## src/rtl/hazard_if.sv

```systemverilog
// Pipeline hazard bus: stage register/control info into the hazard unit,
// forwarding selects, stall/flush controls and memory-wait status out of it.
interface hazard_if #(
  parameter int CNT_WIDTH = 16
);
  logic [4:0]           rs1_d;
  logic [4:0]           rs2_d;
  logic [4:0]           rs1_e;
  logic [4:0]           rs2_e;
  logic [4:0]           rd_e;
  logic [1:0]           resultSrc_e;
  logic                 pcSrc_e;
  logic                 regWrite_m;
  logic [4:0]           rd_m;
  logic                 regWrite_w;
  logic [4:0]           rd_w;
  logic                 memReq_m;
  logic                 memReady;
  logic [1:0]           forwardA_e;
  logic [1:0]           forwardB_e;
  logic                 stall_f;
  logic                 stall_d;
  logic                 stall_e;
  logic                 stall_m;
  logic                 flush_d;
  logic                 flush_e;
  logic                 flush_w;
  logic                 memBusy;
  logic                 memTimeout;
  logic [CNT_WIDTH-1:0] stallCycles;

  modport master (
    output rs1_d, rs2_d, rs1_e, rs2_e, rd_e, resultSrc_e, pcSrc_e,
           regWrite_m, rd_m, regWrite_w, rd_w, memReq_m, memReady,
    input  forwardA_e, forwardB_e, stall_f, stall_d, stall_e, stall_m,
           flush_d, flush_e, flush_w, memBusy, memTimeout, stallCycles
  );

  modport slave (
    input  rs1_d, rs2_d, rs1_e, rs2_e, rd_e, resultSrc_e, pcSrc_e,
           regWrite_m, rd_m, regWrite_w, rd_w, memReq_m, memReady,
    output forwardA_e, forwardB_e, stall_f, stall_d, stall_e, stall_m,
           flush_d, flush_e, flush_w, memBusy, memTimeout, stallCycles
  );
endinterface

```

## src/rtl/hazard_ctrl.sv

```systemverilog
// Five-stage pipeline hazard unit: operand forwarding, load-use and branch
// handling, memory-wait FSM with timeout, and a saturating stall counter.
module hazard_ctrl #(
  parameter int TIMEOUT   = 15,
  parameter int CNT_WIDTH = 16
) (
  input  logic   clk,
  input  logic   rst_n,
  hazard_if.slave bus
);
  localparam int WAIT_W = $clog2(TIMEOUT + 1);

  typedef enum logic [1:0] {
    RUN      = 2'd0,
    MEM_WAIT = 2'd1,
    ERROR    = 2'd2
  } state_t;

  state_t               state_q, state_d;
  logic [WAIT_W-1:0]    wait_cnt_q, wait_cnt_d;
  logic [CNT_WIDTH-1:0] stall_cnt_q, stall_cnt_d;
  logic                 mem_busy_q, mem_busy_d;
  logic                 mem_timeout_q, mem_timeout_d;
  logic                 load_use;
  logic                 mem_stall;
  logic                 in_error;
  logic [6:0]           ctl;
  logic [4:0]           rs_e [2];
  logic [1:0]           fwd  [2];

  assign rs_e[0] = bus.rs1_e;
  assign rs_e[1] = bus.rs2_e;

  // M has priority over W; x0 is never forwarded.
  generate
    for (genvar gi = 0; gi < 2; gi++) begin : g_fwd
      assign fwd[gi] = (bus.regWrite_m && (bus.rd_m != 5'd0) && (bus.rd_m == rs_e[gi])) ? 2'b10 :
                       (bus.regWrite_w && (bus.rd_w != 5'd0) && (bus.rd_w == rs_e[gi])) ? 2'b01 :
                                                                                           2'b00;
    end
  endgenerate

  assign bus.forwardA_e = fwd[0];
  assign bus.forwardB_e = fwd[1];

  assign in_error  = (state_q == ERROR);
  assign mem_stall = !in_error && bus.memReq_m && !bus.memReady;
  assign load_use  = (bus.resultSrc_e == 2'b01) && (bus.rd_e != 5'd0) &&
                     ((bus.rd_e == bus.rs1_d) || (bus.rd_e == bus.rs2_d));

  // ctl = {stall_f, stall_d, stall_e, stall_m, flush_d, flush_e, flush_w}
  always_comb begin
    ctl = 7'b000_0000;
    if (!rst_n) begin
      ctl = 7'b000_0000;
    end else if (in_error || mem_stall) begin
      ctl = 7'b111_1001;
    end else if (bus.pcSrc_e) begin
      ctl = 7'b000_0110;
    end else if (load_use) begin
      ctl = 7'b110_0010;
    end
  end

  assign {bus.stall_f, bus.stall_d, bus.stall_e, bus.stall_m,
          bus.flush_d, bus.flush_e, bus.flush_w} = ctl;

  always_comb begin
    state_d    = state_q;
    wait_cnt_d = wait_cnt_q;
    case (state_q)
      RUN: begin
        if (mem_stall) begin
          state_d    = MEM_WAIT;
          wait_cnt_d = '0;
        end
      end
      MEM_WAIT: begin
        if (bus.memReady) begin
          state_d    = RUN;
          wait_cnt_d = '0;
        end else begin
          wait_cnt_d = wait_cnt_q + 1'b1;
          // This cycle completes the TIMEOUT-th wait cycle.
          if (wait_cnt_q == WAIT_W'(TIMEOUT - 1)) begin
            state_d = ERROR;
          end
        end
      end
      ERROR:   state_d = ERROR;
      default: state_d = RUN;
    endcase

    stall_cnt_d = stall_cnt_q;
    if (ctl[6] && (stall_cnt_q != '1)) begin
      stall_cnt_d = stall_cnt_q + 1'b1;
    end

    mem_busy_d    = (state_d == MEM_WAIT);
    mem_timeout_d = (state_d == ERROR);
  end

  always_ff @(posedge clk or negedge rst_n) begin
    if (!rst_n) begin
      state_q       <= RUN;
      wait_cnt_q    <= '0;
      stall_cnt_q   <= '0;
      mem_busy_q    <= 1'b0;
      mem_timeout_q <= 1'b0;
    end else begin
      state_q       <= state_d;
      wait_cnt_q    <= wait_cnt_d;
      stall_cnt_q   <= stall_cnt_d;
      mem_busy_q    <= mem_busy_d;
      mem_timeout_q <= mem_timeout_d;
    end
  end

  assign bus.memBusy     = mem_busy_q;
  assign bus.memTimeout  = mem_timeout_q;
  assign bus.stallCycles = stall_cnt_q;
endmodule

```

## src/flat_wrapper.sv

```systemverilog
// flat-port wrapper written by rule: the top's interface ports become plain ports
module hazard_ctrl_flat 
#(
  parameter int TIMEOUT   = 15,
  parameter int CNT_WIDTH = 16
)
  (clk, rst_n, bus_rs1_d, bus_rs2_d, bus_rs1_e, bus_rs2_e, bus_rd_e, bus_resultSrc_e, bus_pcSrc_e, bus_regWrite_m, bus_rd_m, bus_regWrite_w, bus_rd_w, bus_memReq_m, bus_memReady, bus_forwardA_e, bus_forwardB_e, bus_stall_f, bus_stall_d, bus_stall_e, bus_stall_m, bus_flush_d, bus_flush_e, bus_flush_w, bus_memBusy, bus_memTimeout, bus_stallCycles);
  hazard_if #(.CNT_WIDTH(CNT_WIDTH)) bus_i ();
  input  logic clk;
  input  logic rst_n;
  input wire logic [$bits(bus_i.rs1_d)-1:0] bus_rs1_d;
  input wire logic [$bits(bus_i.rs2_d)-1:0] bus_rs2_d;
  input wire logic [$bits(bus_i.rs1_e)-1:0] bus_rs1_e;
  input wire logic [$bits(bus_i.rs2_e)-1:0] bus_rs2_e;
  input wire logic [$bits(bus_i.rd_e)-1:0] bus_rd_e;
  input wire logic [$bits(bus_i.resultSrc_e)-1:0] bus_resultSrc_e;
  input wire logic [$bits(bus_i.pcSrc_e)-1:0] bus_pcSrc_e;
  input wire logic [$bits(bus_i.regWrite_m)-1:0] bus_regWrite_m;
  input wire logic [$bits(bus_i.rd_m)-1:0] bus_rd_m;
  input wire logic [$bits(bus_i.regWrite_w)-1:0] bus_regWrite_w;
  input wire logic [$bits(bus_i.rd_w)-1:0] bus_rd_w;
  input wire logic [$bits(bus_i.memReq_m)-1:0] bus_memReq_m;
  input wire logic [$bits(bus_i.memReady)-1:0] bus_memReady;
  output wire logic [$bits(bus_i.forwardA_e)-1:0] bus_forwardA_e;
  output wire logic [$bits(bus_i.forwardB_e)-1:0] bus_forwardB_e;
  output wire logic [$bits(bus_i.stall_f)-1:0] bus_stall_f;
  output wire logic [$bits(bus_i.stall_d)-1:0] bus_stall_d;
  output wire logic [$bits(bus_i.stall_e)-1:0] bus_stall_e;
  output wire logic [$bits(bus_i.stall_m)-1:0] bus_stall_m;
  output wire logic [$bits(bus_i.flush_d)-1:0] bus_flush_d;
  output wire logic [$bits(bus_i.flush_e)-1:0] bus_flush_e;
  output wire logic [$bits(bus_i.flush_w)-1:0] bus_flush_w;
  output wire logic [$bits(bus_i.memBusy)-1:0] bus_memBusy;
  output wire logic [$bits(bus_i.memTimeout)-1:0] bus_memTimeout;
  output wire logic [$bits(bus_i.stallCycles)-1:0] bus_stallCycles;
  assign bus_i.rs1_d = bus_rs1_d;
  assign bus_i.rs2_d = bus_rs2_d;
  assign bus_i.rs1_e = bus_rs1_e;
  assign bus_i.rs2_e = bus_rs2_e;
  assign bus_i.rd_e = bus_rd_e;
  assign bus_i.resultSrc_e = bus_resultSrc_e;
  assign bus_i.pcSrc_e = bus_pcSrc_e;
  assign bus_i.regWrite_m = bus_regWrite_m;
  assign bus_i.rd_m = bus_rd_m;
  assign bus_i.regWrite_w = bus_regWrite_w;
  assign bus_i.rd_w = bus_rd_w;
  assign bus_i.memReq_m = bus_memReq_m;
  assign bus_i.memReady = bus_memReady;
  assign bus_forwardA_e = bus_i.forwardA_e;
  assign bus_forwardB_e = bus_i.forwardB_e;
  assign bus_stall_f = bus_i.stall_f;
  assign bus_stall_d = bus_i.stall_d;
  assign bus_stall_e = bus_i.stall_e;
  assign bus_stall_m = bus_i.stall_m;
  assign bus_flush_d = bus_i.flush_d;
  assign bus_flush_e = bus_i.flush_e;
  assign bus_flush_w = bus_i.flush_w;
  assign bus_memBusy = bus_i.memBusy;
  assign bus_memTimeout = bus_i.memTimeout;
  assign bus_stallCycles = bus_i.stallCycles;
  hazard_ctrl #(.TIMEOUT(TIMEOUT), .CNT_WIDTH(CNT_WIDTH)) u_core (.clk(clk), .rst_n(rst_n), .bus(bus_i));
endmodule
```

## config.mk

```make
export PLATFORM = sky130hd
export DESIGN_NAME = hazard_ctrl_flat
export DESIGN_NICKNAME = d
export VERILOG_FILES = /design/src/rtl/hazard_if.sv /design/src/rtl/hazard_ctrl.sv /design/src/flat_wrapper.sv
export SDC_FILE = /design/constraint.sdc
export NUM_CORES = 1
export LEC_CHECK = 0
export ABC_CLOCK_PERIOD_IN_PS = 2450
export BUFFER_PORTS_ARGS = -buffer_cell sky130_fd_sc_hd__buf_2
export CAP_MARGIN = 20
export CELL_PAD_IN_SITES_DETAIL_PLACEMENT = 0
export CELL_PAD_IN_SITES_GLOBAL_PLACEMENT = 2
export CORE_AREA = 2 2 82 84
export DETAILED_ROUTE_END_ITERATION = 7
export DIE_AREA = 0 0 84 86
export PLACE_DENSITY = 0.81
export SYNTH_ARGS = -nofsm -noshare
export SYNTH_HDL_FRONTEND = slang
export SYNTH_SLANG_ARGS = --single-unit
```

## constraint.sdc

```tcl
create_clock -name clk -period 2.45 [get_ports clk]
set_input_delay 0.49 -clock clk [delete_from_list [all_inputs] [get_ports clk]]
set_output_delay 0.49 -clock clk [all_outputs]
set_load 0.03 [all_outputs]
```

==> results of run 1 <==
[metal layers]
| metal | vias up | track usage | wire length (µm) |
|---|---|---|---|
| met4 | 0 | 0.0352 | 36 |
| li1 | 766 | - | - |
| met2 | 47 | 0.190 | 1960 |
| met1 | 724 | 0.163 | 2020 |
| met3 | 4 | 0.0192 | 245 |
| met5 | - | 0 | 0 |
[worst paths after layout]
path / from / end / depth (start not counted)
setup / recovery: bus_rd_m[1] / bus_forwardA_e[0] / 6
hold / removal: rst_n / u_core.bus.stallCycles[12] / 1
setup reg to reg: u_core.bus.stallCycles[0] / u_core.bus.stallCycles[1] / 7
hold reg to reg: u_core.bus.stallCycles[0] / u_core.bus.stallCycles[0] / 1
max in group asynchronous: rst_n / u_core.wait_cnt_q[0] / 2
min in group clk: bus_memReady / u_core.bus.memBusy / 2
[what timing repair did]
| item | CTS | global route |
|---|---|---|
| buffers inserted | 0 | 0 |
| setup endpoints to repair | 2 | 2 |
| resized for setup | 1 | 4 |
[layout by cell type (no fill, tap or decap), types with 4 or more instances in the layout]
cell and instances:
xor2_1 25, buf_2 70, nand2_1 15, or4_1 4, nand3_1 15, nor3_1 8, nor2_1 15, inv_1 6
o21ai_0 7, buf_4 8, nand2b_1 4, xnor2_1 19, dfrtp_1 24
[per-stage QoR]
| stage | worst slack, ps | hold slack [ps] | instance area, µm² | utilization |
|---|---|---|---|---|
| final | 98.6 | 70.7 | 2210 | 0.353 |
| after global routing | 0.471 | 65.8 | 2210 | 0.353 |
| after CTS | 53.1 | 72.8 | 2210 | 0.351 |
| after detailed placement | -27.3 | 374 | 2130 | 0.340 |
| after global placement | -12.7 | 369 | 2130 | 0.340 |
| after floorplan | -20.9 | 194 | 1660 | - |
[sequential cells by signal (all words and copies together) (netlist names)]
name / flops
u_core.bus.stallCycles: 16
u_core.wait_cnt_q: 4
u_core.state_q: 2
u_core.bus.memBusy: 1
u_core.bus.memTimeout: 1
[cell usage after synthesis, types with 2 or more instances]
| library cell | number |
|---|---|
| nand4_1 | 3 |
| dfrtp_1 | 24 |
| nor2_1 | 15 |
| nor2b_1 | 2 |
| ha_1 | 3 |
| mux2i_1 | 2 |
| xnor2_1 | 19 |
| o22ai_1 | 2 |
| nand2b_1 | 4 |
| nor3_1 | 8 |
| nand3_1 | 15 |
| inv_1 | 6 |
| or4_1 | 4 |
| xor2_1 | 25 |
| nand2_1 | 15 |
| buf_4 | 3 |
| o21ai_0 | 8 |
| a21oi_1 | 3 |
| and3_1 | 2 |
| mux2_1 | 2 |
| nor4_1 | 5 |
[where the power goes]
group | internal [W] | switching, W | leakage (nW)
clock | 0.000218 | 0.000131 | 0.0357
combinational | 0.000159 | 0.000262 | 0.713
sequential | 0.000455 | 0.0000826 | 0.313
[area by class of cell]
class / count / area share
flip-flops and latches: 24 / 0.271
well taps: 77 / 0.0435
multi-input cells: 143 / 0.454
inverters: 6 / 0.0102
clock buffers: 3 / 0.0186
clock inverters: 1 / 0.0136
repair buffers: 79 / 0.189
[logic make-up after synthesis]
kind of cell | synth area share
DFF | 0.372
adders and majority gates | 0.0232
AOI/OAI and AO/OA | 0.0642
buffers and inverters | 0.0348
and+or+nand+nor | 0.241
xor gates and xnor gates | 0.238
muxes | 0.0263
==> flow_summary.toml, run 1 <==
[run_status]
outcome = "complete, no violations"

[sta]
period_minus_slack_ps = 2350
worst_pin_slew_ps = 530
maxSlewViolCount = 0
fin_crit_sh = 0.960
rsz0062_at_grt = "false"
hold_viol = 0
finalSetupViolCount = 0
setup_tns_ps = 0
finalClockSkew_ps = 6.31
clock.fmax_ghz = 0.425
slew_headroom = 0.643

[power_and_ir_drop]
p_per_area_mw_per_mm2 = 591
finalPower_w = 0.00131
leakagePower_nw = 1.06
vdd_ir_drop_max_mv = 0.481

[place]
dpl.hpwl_um = 3460
io_buffer_count = 72
placedCellCount = 329
gp_congestion = 0.824

[synthesis]
synth-main-ff-cell = "dfrtp_1"
ys_types = 28
async_flop_share = 1.00
yosysSeqAreaShare = 0.372
synthCells = 177
synthTopCellsByArea = "dfrtp_1 (37%), xor2_1 (14%), xnor2_1 (10%), nand3_1 (4.6%), nand2_1 (3.5%)"
yosysTopAreaCellShare = 0.372
synth-edff-count = 0
yosys_warnings = 0
syn_avg_cell_area_um2 = 9.13
syn_nets = 224
netlist_area_mm2 = 0.00162
ys_ff_latch = 24
yosysTopAreaCell = "dfrtp_1"

[clock_tree]
cts_tree = "done"
cts.sinks = 24
cts_inserted_buffers = 3
clock_latency_ps = 270
path_clk_slew_ps = 90
hold_buffers = 0
clock_tree.buffer_depth = 2
cts_max_level = 1
cts_root_buffer = "clkbuf_8"

[worst_setup_path]
cp.required_ps = 1960
slowest_delay_ps = 540
cp_num_buf_inv = 2
critical_path.top_delay_family = "simple AND/OR/NAND/NOR gates"
startpoint_type = "input port"
arrival_ps = 1860
worstSetupPathType = "input port to output port"
slowest_stage = "or4_1"
endpoint_kind = "output port"
r2r_slack_ps = 440
path_cells = "buf_2 -> or4_1 -> o21ai_2 -> nor4_2 -> nor4_4 -> clkbuf_4"
path_max_fanout = 2

[route]
finalWirelength_um = 4270
wl_per_cell_um = 12.8
firstDrtPassIters = 4
first_iter_violations = 38
remaining_drc_errors = 0
ant_nets = 0
viasPerCell = 4.63
vias = 1541

[finish]
finalNetCount = 304
instances_no_fill = 333
seqCellArea_um2 = 601
multi_input_area_mm2 = 0.00101
fill_cells = 689
drive_gt1_frac = 0.363
antenna_cells = 0
syn_to_final_growth_pct = 37.0

[floorplanning]
top_level_ports = 73
start_util = 0.258
die_w_um = 84
core_area_mm2 = 0.00628
rows = 29
die_height_um = 86
dieArea_mm2 = 0.00722

[global_route]
grt_max_degree = 19
grt_use_total = 0.118
gr-total-overflow = 0
antenna_found_initial = 0
grt_pass1_vias = 1532
grt_pass1_wl_um = 7130

[worst_hold_path]
hold_class = "input port to asynchronous set/reset pin"

[job]
cap_viol_max_count = 0
Power figures use the tool's default switching activity.
==> run 2, diff against run 1 <==
--- a/config.mk
+++ b/config.mk
@@ -11,6 +11,8 @@
 export CELL_PAD_IN_SITES_DETAIL_PLACEMENT = 0
 export CELL_PAD_IN_SITES_GLOBAL_PLACEMENT = 2
 export CORE_AREA = 2 2 82 84
+export CTS_BUF_LIST = sky130_fd_sc_hd__clkbuf_16
+export CTS_CLUSTER_DIAMETER = 30
 export DETAILED_ROUTE_END_ITERATION = 7
 export DIE_AREA = 0 0 84 86
 export PLACE_DENSITY = 0.81
==> run 2 against run 1 <==
  * Global-route usage is 0.081 points higher
  * Clock skew hardly changed
  * Power is 9.0% higher
  * Maximum frequency stayed put
  * Die area stayed put
  * Cell area is 1.5% higher
  * Sequential power hardly changed
  * Clock-buffer cell count stayed put
  * Sequential cell count stayed put
  * Critical path type unchanged
  * Critical endpoint unchanged
==> flow_summary.toml, run 2 (synthesis results as in run 1) <==
[worst_setup_path]
endpoint_kind = "output port"
startpoint_type = "input port"
arrival_ps = 1860
r2r-start = "u_core.bus.stallCycles[0]"
rr_worst_depth = 7
r2r_end = "u_core.bus.stallCycles[1]"
cp.required_ps = 1960
path_max_fanout = 2
worstSetupPathType = "input port to output port"
r2r_slack_ps = 440

[finish]
fill_cells = 690
instances_no_fill = 333
layout_commonest_cell = "buf_2"
final_cell_mix = "buf_2 (70), xor2_1 (25), dfrtp_1 (24), xnor2_1 (19)"
finalNetCount = 304
syn_to_final_growth_pct = 39.1
antenna_cells = 0
fin_area_mm2 = 0.00225
largest_reg_flops = 16
fin_util = 0.358
multi_input_area_mm2 = 0.00101
drive_gt1_frac = 0.363
seqCellArea_um2 = 601

[sta]
fin_crit_sh = 0.960
finalClockSkew_ps = 6.03
hold_viol = 0
rsz0062_at_grt = "false"
clock.fmax_ghz = 0.425
period_minus_slack_ps = 2350
worst_pin_slew_ps = 530
finalSetupViolCount = 0
slew_headroom = 0.643
setup_tns_ps = 0
maxSlewViolCount = 0
fin_ws_ps = 98.6

[clock_tree]
path_clk_slew_ps = 70
cts_inserted_buffers = 3
cts_root_buffer = "clkbuf_16"
cts.sinks = 24
cts_tree = "done"
clock_latency_ps = 260
clock_tree.buffer_depth = 2
cts_max_level = 1

[global_route]
gr-total-overflow = 0
grt_use_total = 0.119
antenna_found_initial = 0
grt_max_degree = 19
grt_pass1_vias = 1542
grt_pass1_wl_um = 7230

[route]
first_iter_violations = 36
vias = 1560
finalWirelength_um = 4300
firstDrtPassIters = 4
remaining_drc_errors = 0
ant_nets = 0
wl_per_cell_um = 12.9
viasPerCell = 4.68

[place]
placedCellCount = 329
pre_cts_ws_ps = -27.3
gp_congestion = 0.824
dpl.hpwl_um = 3460
place_area_mm2 = 0.00213
io_buffer_count = 72

[run_status]
outcome = "complete, no violations"

[power_and_ir_drop]
p_per_area_mw_per_mm2 = 634
vdd_ir_drop_max_mv = 0.353
leakagePower_nw = 1.08

[worst_hold_path]
hold_class = "input port to asynchronous set/reset pin"

[floorplanning]
top_level_ports = 73
die_height_um = 86
dieArea_mm2 = 0.00722
start_util = 0.258
rows = 29
core_area_mm2 = 0.00628
die_w_um = 84

[job]
cap_viol_max_count = 0
==> run 2: layout make-up <==
cell class,instances,share of cell area
multi-input cells,143,0.447
flip-flops and latches,24,0.267
repair buffers,79,0.186
well taps,77,0.0428
clock buffers,3,0.0334
clock inverters,1,0.0134
inverters,6,0.0100
==> run 2: worst max-delay path by stage <==
stage	slack, ps	to	depth (start not counted)	startpoint
finish	100	bus_forwardA_e[0]	6	bus_rd_m[1]
CTS	50	bus_forwardA_e[0]	6	bus_rd_m[1]
global route	0.5	bus_forwardA_e[0]	6	bus_rd_m[1]
global placement	-10	bus_forwardA_e[0]	6	bus_rd_m[1]
detailed placement	-30	bus_forwardA_e[0]	6	bus_rd_m[1]
floorplan	-20	bus_forwardA_e[0]	4	bus_rd_m[1]
==> run 2: timing repair <==
action,4_1_cts,5_1_grt
resized for setup,1,4
setup buffers,0,0
endpoints found under the setup margin,2,2
hold buffers,0,0
==> run 2: report_power, final <==
group	total (W)	leakage, nW	internal, W	switching, W
logic	0.000421	0.713	0.000159	0.000262
registers	0.000539	0.313	0.000455	0.0000832
clock network	0.000465	0.0511	0.000325	0.000141
total	0.00143	1.08	0.000939	0.000486
==> run 2: worst max-delay path, stage by stage <==
cell and delay, ps:
buf_2 100, or4_1 540, o21ai_2 170, nor4_2 90, nor4_4 250, clkbuf_4 220
==> run 2: routing by layer <==
layer | vias up | wire [µm] | track usage
li1 | 768 | - | -
met1 | 735 | 1970 | 0.166
met2 | 53 | 2030 | 0.194
met3 | 4 | 265 | 0.0192
met4 | 0 | 31 | 0.0264
met5 | - | 0 | 0
==> run 2: through the flow <==
stage / hold slack, ps / total power (W)
after floorplan: 194 / 0.000804
after global placement: 369 / 0.000966
after detailed placement: 374 / 0.000969
after CTS: 93.3 / 0.00144
after global routing: 92.6 / 0.00151
final: 91.7 / 0.00143
